--- config.mk ---
export PLATFORM = sky130hd
export DESIGN_NAME = trap_ctrl_flat
export DESIGN_NICKNAME = d
export VERILOG_FILES = /design/src/rtl/trap_ctrl_if.sv /design/src/rtl/trap_ctrl.sv /design/src/flat_wrapper.sv
export SDC_FILE = /design/constraint.sdc
export NUM_CORES = 1
export LEC_CHECK = 0
export ABC_AREA = 1
export CAP_MARGIN = 20
export CORE_UTILIZATION = 30
export DETAILED_ROUTE_END_ITERATION = 10
export PLACE_DENSITY = 0.74
export SLEW_MARGIN = 25
export SYNTH_ARGS = -nofsm -noshare
export SYNTH_HDL_FRONTEND = slang
export SYNTH_SLANG_ARGS = --single-unit
--- constraint.sdc ---
create_clock -name clk -period 2.42 [get_ports clk]
set_input_delay 0.484 -clock clk [delete_from_list [all_inputs] [get_ports clk]]
set_output_delay 0.484 -clock clk [all_outputs]
set_load 0.1 [all_outputs]
--- src/rtl/trap_ctrl_if.sv ---
// Core-side bundle for the trap controller: boundary/CSR inputs and trap/redirect outputs.
interface trap_ctrl_if #(
    parameter int unsigned NIRQ = 4
) ();
    logic [NIRQ-1:0] irq_i;
    logic            interrupt_enable_i;
    logic [31:0]     epc_i;
    logic            instr_valid_i;
    logic [31:0]     pc_i;
    logic            mret_i;
    logic            save_epc_o;
    logic [31:0]     epc_pc_o;
    logic [4:0]      cause_o;
    logic [NIRQ-1:0] irq_ack_o;
    logic            redirect_o;
    logic [31:0]     redirect_pc_o;
    logic            stall_o;

    modport master (
        output irq_i, interrupt_enable_i, epc_i, instr_valid_i, pc_i, mret_i,
        input  save_epc_o, epc_pc_o, cause_o, irq_ack_o, redirect_o, redirect_pc_o, stall_o
    );

    modport slave (
        input  irq_i, interrupt_enable_i, epc_i, instr_valid_i, pc_i, mret_i,
        output save_epc_o, epc_pc_o, cause_o, irq_ack_o, redirect_o, redirect_pc_o, stall_o
    );
endinterface

--- src/rtl/trap_ctrl.sv ---
// Interrupt entry / MRET sequencer: latches level IRQs, takes them at instruction
// boundaries, and pulses the mepc save and fetch redirect from registered state.
module trap_ctrl #(
    parameter int unsigned NIRQ        = 4,
    parameter logic [31:0] TRAP_VECTOR = 32'h0000_0010
) (
    input  logic        clk,
    input  logic        rst_n,
    trap_ctrl_if.slave  bus
);

    typedef enum logic [1:0] {StIdle, StSave, StVector, StMret} state_e;

    state_e          state_q, state_d;
    logic [NIRQ-1:0] pending_q, pending_d;
    logic [31:0]     addr_q, addr_d;
    logic [4:0]      cause_q, cause_d;
    logic [4:0]      lowest_idx;
    logic [NIRQ-1:0] ack_mask;
    logic            take_mret, take_irq;

    logic            save_epc;
    logic [31:0]     epc_pc;
    logic [4:0]      cause;
    logic [NIRQ-1:0] irq_ack;
    logic            redirect;
    logic [31:0]     redirect_pc;
    logic            stall;

    always_comb begin
        lowest_idx = '0;
        for (int i = NIRQ - 1; i >= 0; i--) begin
            if (pending_q[i]) lowest_idx = i[4:0];
        end
    end

    always_comb begin
        for (int i = 0; i < NIRQ; i++) begin
            ack_mask[i] = (state_q == StSave) && (cause_q == i[4:0]);
        end
    end

    // Level semantics: a still-asserted source re-pends in the same update that acks it.
    assign pending_d = (pending_q & ~ack_mask) | bus.irq_i;

    assign take_mret = (state_q == StIdle) && bus.instr_valid_i && bus.mret_i;
    assign take_irq  = (state_q == StIdle) && bus.instr_valid_i && !bus.mret_i &&
                       bus.interrupt_enable_i && (|pending_q);

    always_ff @(posedge clk) begin
        if (!rst_n) begin
            state_q   <= StIdle;
            pending_q <= '0;
            addr_q    <= '0;
            cause_q   <= '0;
        end else begin
            state_q   <= state_d;
            pending_q <= pending_d;
            addr_q    <= addr_d;
            cause_q   <= cause_d;
        end
    end

    always_comb begin
        state_d = state_q;
        addr_d  = addr_q;
        cause_d = cause_q;
        unique case (state_q)
            StIdle: begin
                if (take_mret) begin
                    state_d = StMret;
                    addr_d  = bus.epc_i;
                end else if (take_irq) begin
                    state_d = StSave;
                    addr_d  = bus.pc_i;
                    cause_d = lowest_idx;
                end
            end
            StSave:   state_d = StVector;
            StVector: state_d = StIdle;
            StMret:   state_d = StIdle;
            default:  state_d = StIdle;
        endcase
    end

    always_comb begin
        save_epc    = 1'b0;
        epc_pc      = '0;
        cause       = '0;
        irq_ack     = '0;
        redirect    = 1'b0;
        redirect_pc = '0;
        stall       = (state_q != StIdle);
        unique case (state_q)
            StSave: begin
                save_epc = 1'b1;
                epc_pc   = addr_q;
                cause    = cause_q;
                irq_ack  = ack_mask;
            end
            StVector: begin
                redirect    = 1'b1;
                redirect_pc = TRAP_VECTOR;
            end
            StMret: begin
                redirect    = 1'b1;
                redirect_pc = addr_q;
            end
            default: ;
        endcase
    end

    assign bus.save_epc_o    = save_epc;
    assign bus.epc_pc_o      = epc_pc;
    assign bus.cause_o       = cause;
    assign bus.irq_ack_o     = irq_ack;
    assign bus.redirect_o    = redirect;
    assign bus.redirect_pc_o = redirect_pc;
    assign bus.stall_o       = stall;

endmodule

--- src/flat_wrapper.sv ---
// flat-port wrapper written by rule: the top's interface ports become plain ports
module trap_ctrl_flat 
#(
    parameter int unsigned NIRQ        = 4,
    parameter logic [31:0] TRAP_VECTOR = 32'h0000_0010
)
  (clk, rst_n, bus_irq_i, bus_interrupt_enable_i, bus_epc_i, bus_instr_valid_i, bus_pc_i, bus_mret_i, bus_save_epc_o, bus_epc_pc_o, bus_cause_o, bus_irq_ack_o, bus_redirect_o, bus_redirect_pc_o, bus_stall_o);
  trap_ctrl_if #(.NIRQ(NIRQ)) bus_i ();
  input  logic clk;
  input  logic rst_n;
  input wire logic [$bits(bus_i.irq_i)-1:0] bus_irq_i;
  input wire logic [$bits(bus_i.interrupt_enable_i)-1:0] bus_interrupt_enable_i;
  input wire logic [$bits(bus_i.epc_i)-1:0] bus_epc_i;
  input wire logic [$bits(bus_i.instr_valid_i)-1:0] bus_instr_valid_i;
  input wire logic [$bits(bus_i.pc_i)-1:0] bus_pc_i;
  input wire logic [$bits(bus_i.mret_i)-1:0] bus_mret_i;
  output wire logic [$bits(bus_i.save_epc_o)-1:0] bus_save_epc_o;
  output wire logic [$bits(bus_i.epc_pc_o)-1:0] bus_epc_pc_o;
  output wire logic [$bits(bus_i.cause_o)-1:0] bus_cause_o;
  output wire logic [$bits(bus_i.irq_ack_o)-1:0] bus_irq_ack_o;
  output wire logic [$bits(bus_i.redirect_o)-1:0] bus_redirect_o;
  output wire logic [$bits(bus_i.redirect_pc_o)-1:0] bus_redirect_pc_o;
  output wire logic [$bits(bus_i.stall_o)-1:0] bus_stall_o;
  assign bus_i.irq_i = bus_irq_i;
  assign bus_i.interrupt_enable_i = bus_interrupt_enable_i;
  assign bus_i.epc_i = bus_epc_i;
  assign bus_i.instr_valid_i = bus_instr_valid_i;
  assign bus_i.pc_i = bus_pc_i;
  assign bus_i.mret_i = bus_mret_i;
  assign bus_save_epc_o = bus_i.save_epc_o;
  assign bus_epc_pc_o = bus_i.epc_pc_o;
  assign bus_cause_o = bus_i.cause_o;
  assign bus_irq_ack_o = bus_i.irq_ack_o;
  assign bus_redirect_o = bus_i.redirect_o;
  assign bus_redirect_pc_o = bus_i.redirect_pc_o;
  assign bus_stall_o = bus_i.stall_o;
  trap_ctrl #(.NIRQ(NIRQ), .TRAP_VECTOR(TRAP_VECTOR)) u_core (.clk(clk), .rst_n(rst_n), .bus(bus_i));
endmodule
==> results by group <==
Floorplanning
  • Vertical extent of the die: 97.5 um
  • Number of rows in the core area: 34
  • Area of the core: 8760 um^2
  • Die outline width: 97.5 um
  • Initial cell density of the core: a little under a third
  • Floorplan die area: 9510 um^2
  • Num ports: 149

Worst setup path
  • End of the worst register-to-register path: u_core.addr_q[25]$_SDFFE_PN0P_
  • Data required time of the critical path: 1940 ps
  • Largest fanout on the critical path: 16
  • Worst r2r path cells: 7
  • Reg2Reg Launch Point: u_core.state_q[1]$_SDFFE_PN0P_
  • Crit Path Category: register to primary output
  • Worst-case register-to-register setup slack: 890 ps
  • Type of element capturing the critical path: primary output
  • Type of element launching the critical path: register
  • CP Data Arrival Time: 1590 ps

Timing
  • Fin crit period: between 2000 and 2500 ps
  • Count of final hold-check violations: 0
  • Worst hold-check slack: between 500 and 600 ps
  • Fmax: slightly below 0.5 GHz
  • Clock skew after layout: 4.49 ps
  • Count of endpoints failing setup in the final report: 0
  • Final Worst Setup Slack: 344 ps
  • Slew Viols, Final: 0
  • Setup repair after global routing missed its margin: no
  • Final period utilization: 85.8%
  • Setup tns final: 0 ps

Layout
  • Most frequent standard cell in the layout excluding fill and tap cells: sky130_fd_sc_hd__nand2_1
  • Number of antenna repair diodes: 0
  • Summed area of non-filler cells in the final layout: 5330 um^2
  • Fraction of layout cells with a size suffix above 1: 29.9%
  • Layout overhead on the synthesized area: 94.6%
  • Post-route core utilization: 60.8%
  • Commonest non-fill, non-tap cells in the layout: sky130_fd_sc_hd__nand2_1 (104), sky130_fd_sc_hd__clkdlybuf4s50_1 (72), sky130_fd_sc_hd__buf_12 (72)
  • Number of standard cells in the final layout excluding fillers: 693
  • Number of nets in the final layout: 657

Drt
  • 1st-iter DRT viols: 67
  • Met2 wire length: 4890 um
  • WL met1: ~3700 um
  • Overall via count from detail_route: 3263
  • Average detailed-routed wire length per instance: 13.4 um
  • Final routed wirelength across all metal layers: 9270 um
  • Post-detailed-route DRC marker count: 0
  • Met3 wirelength from detailed routing: 562 um
  • Post-detailed-route via-to-cell ratio: 4.71
  • Count of antenna-violating nets left after detailed routing: 0
  • Iteration count of the initial detailed-routing pass: 4
  • Highest signal layer in the routed design: met4

Power
  • Leakage power summed over all cells: 2.23 nW
  • Power density over the cells: 383 nW/um^2
  • Overall power after layout: roughly 2.0 mW
  • Largest voltage drop on the vdd net: around 0.00023 V

Synth
  • Largest area contributor in the netlist: sky130_fd_sc_hd__dfxtp_1
  • Per-instance average area after synthesis: 5.99 um^2
  • Flip-flop and latch count after synthesis: 40
  • Unique cell type count in the Yosys netlist: 21
  • Area share of the largest cell type after synthesis: 29.3%
  • Largest cells by area after synthesis: sky130_fd_sc_hd__dfxtp_1 (29%), sky130_fd_sc_hd__nor2_1 (15%), sky130_fd_sc_hd__nand2_1 (14%)
  • Post-synthesis instance total: 457
  • Mapped cell area: 2740 um^2
  • Number of warnings printed during yosys synthesis: 0
  • Share of synthesized area occupied by flip-flops and latches: between 20 and 30%

Global routing
  • Number of antenna violations at the first check in global routing: 0
  • Global-route usage over all layers: 19.4%
  • Wire length of the first global-routing pass: 15100 um
  • Maximum number of pins on one net before global-route repair: 43
  • Number of global-route vias before repair: 3232
  • Total gr overflow: 0

Hold path
  • Min-delay worst type: register to register
  • HP Start: u_core.pending_q[2]$_SDFF_PN0_
  • Endpoint of the worst hold path: u_core.pending_q[2]$_SDFF_PN0_
  • Cell depth of the worst hold path: 2

CTS
  • Master cell of the clock root buffer: sky130_fd_sc_hd__clkbuf_8
  • Post-cts resize count: 0
  • Clock transition at the registers of the reported paths: 80 ps
  • Number of buffers inserted by hold repair at cts: 0
  • Worst-Skew Late Latency: around 280 ps
  • Number of clock buffers inserted by TritonCTS: 5
  • Max Buffers Root-to-Sink: 2
  • Post-CTS setup buffer count: 0
  • CTS sink count: 40
  • H-Tree Depth: 2
  • CTS tree: yes

Placement
  • Post-Place Worst Slack: 308 ps
  • Area post-placement: between 5000 and 6000 um^2
  • Post-DP HPWL: 7100 um
  • Count of port buffers added during placement: 145
  • Placer Congestion: roughly 0.79
  • Placed Cells: 685

Status
  • Status: complete, no violations

Job
  • Max Cap Viol: 0
## cell families (layout without fill, tap and decap cells)
| logic type | Yosys count | in the layout | synth area share (%) |
|---|---|---|---|
| buffers and inverters | 88 | 214 | 15.1 |
| AOI/OAI and AO/OA | 39 | 39 | 9.87 |
| DFF | 40 | 40 | 29.3 |
| other | 1 | 3 | 0.137 |
| and+or+nand+nor | 289 | 289 | 45.7 |
## synthesized netlist by cell type, drive strengths merged
cell    count
nor2      117
nand2     106
inv        46
dfxtp      40
a21oi      37
nand3      34
nand4      32
buf        22
clkbuf     20
o21ai       2
conb        1
## routing by layer
metal / up-vias / GRT usage, %
li1: 1681 / -
met1: 1469 / 22.0
met2: 103 / 36.7
met3: 10 / 3.53
met4: 0 / 5.32
met5: - / 0
## critical path, cell delays in order, from the launching register on
cell and delay, ps:
sky130_fd_sc_hd__dfxtp_1 520, sky130_fd_sc_hd__nand2_1 130, sky130_fd_sc_hd__buf_4 220, sky130_fd_sc_hd__nor2_1 210, sky130_fd_sc_hd__buf_12 210
## final cells by class
| cell class | instances | area [um^2] |
|---|---|---|
| well taps | 108 | 135 |
| multi-input cells | 331 | 1830 |
| inverters | 46 | 181 |
| flip-flops and latches | 40 | 805 |
| repair buffers | 160 | 2280 |
| clock buffers | 8 | 90.1 |
| fillers | 770 | 3440 |
## worst max-delay path by stage
stage / from / end / cells after the start / slack [ps]
3_3_place_gp: bus_instr_valid_i / u_core.addr_q[13]$_SDFFE_PN0P_ / 7 / 370
4_1_cts: u_core.state_q[1]$_SDFFE_PN0P_ / bus_redirect_pc_o[21] / 4 / 310
6_report: u_core.state_q[1]$_SDFFE_PN0P_ / bus_redirect_pc_o[21] / 4 / 340
5_1_grt: u_core.state_q[1]$_SDFFE_PN0P_ / bus_redirect_pc_o[21] / 4 / 270
2_1_floorplan: u_core.state_q[0]$_SDFFE_PN0P_ / bus_irq_ack_o[2] / 6 / -180
3_5_place_dp: bus_instr_valid_i / u_core.addr_q[25]$_SDFFE_PN0P_ / 7 / 310
## state kept, by name (all words and copies together), names as in the netlist
| name | flops |
|---|---|
| u_core.state_q | 2 |
| u_core.addr_q | 32 |
| u_core.pending_q | 4 |
| u_core.cause_q | 2 |
## power by group
group | switching [mW] | internal, mW
clock | 0.221 | 0.233
sequential | 0.0224 | 0.719
combinational | 0.528 | 0.315
total | 0.772 | 1.27
Power figures use the tool's default switching activity.
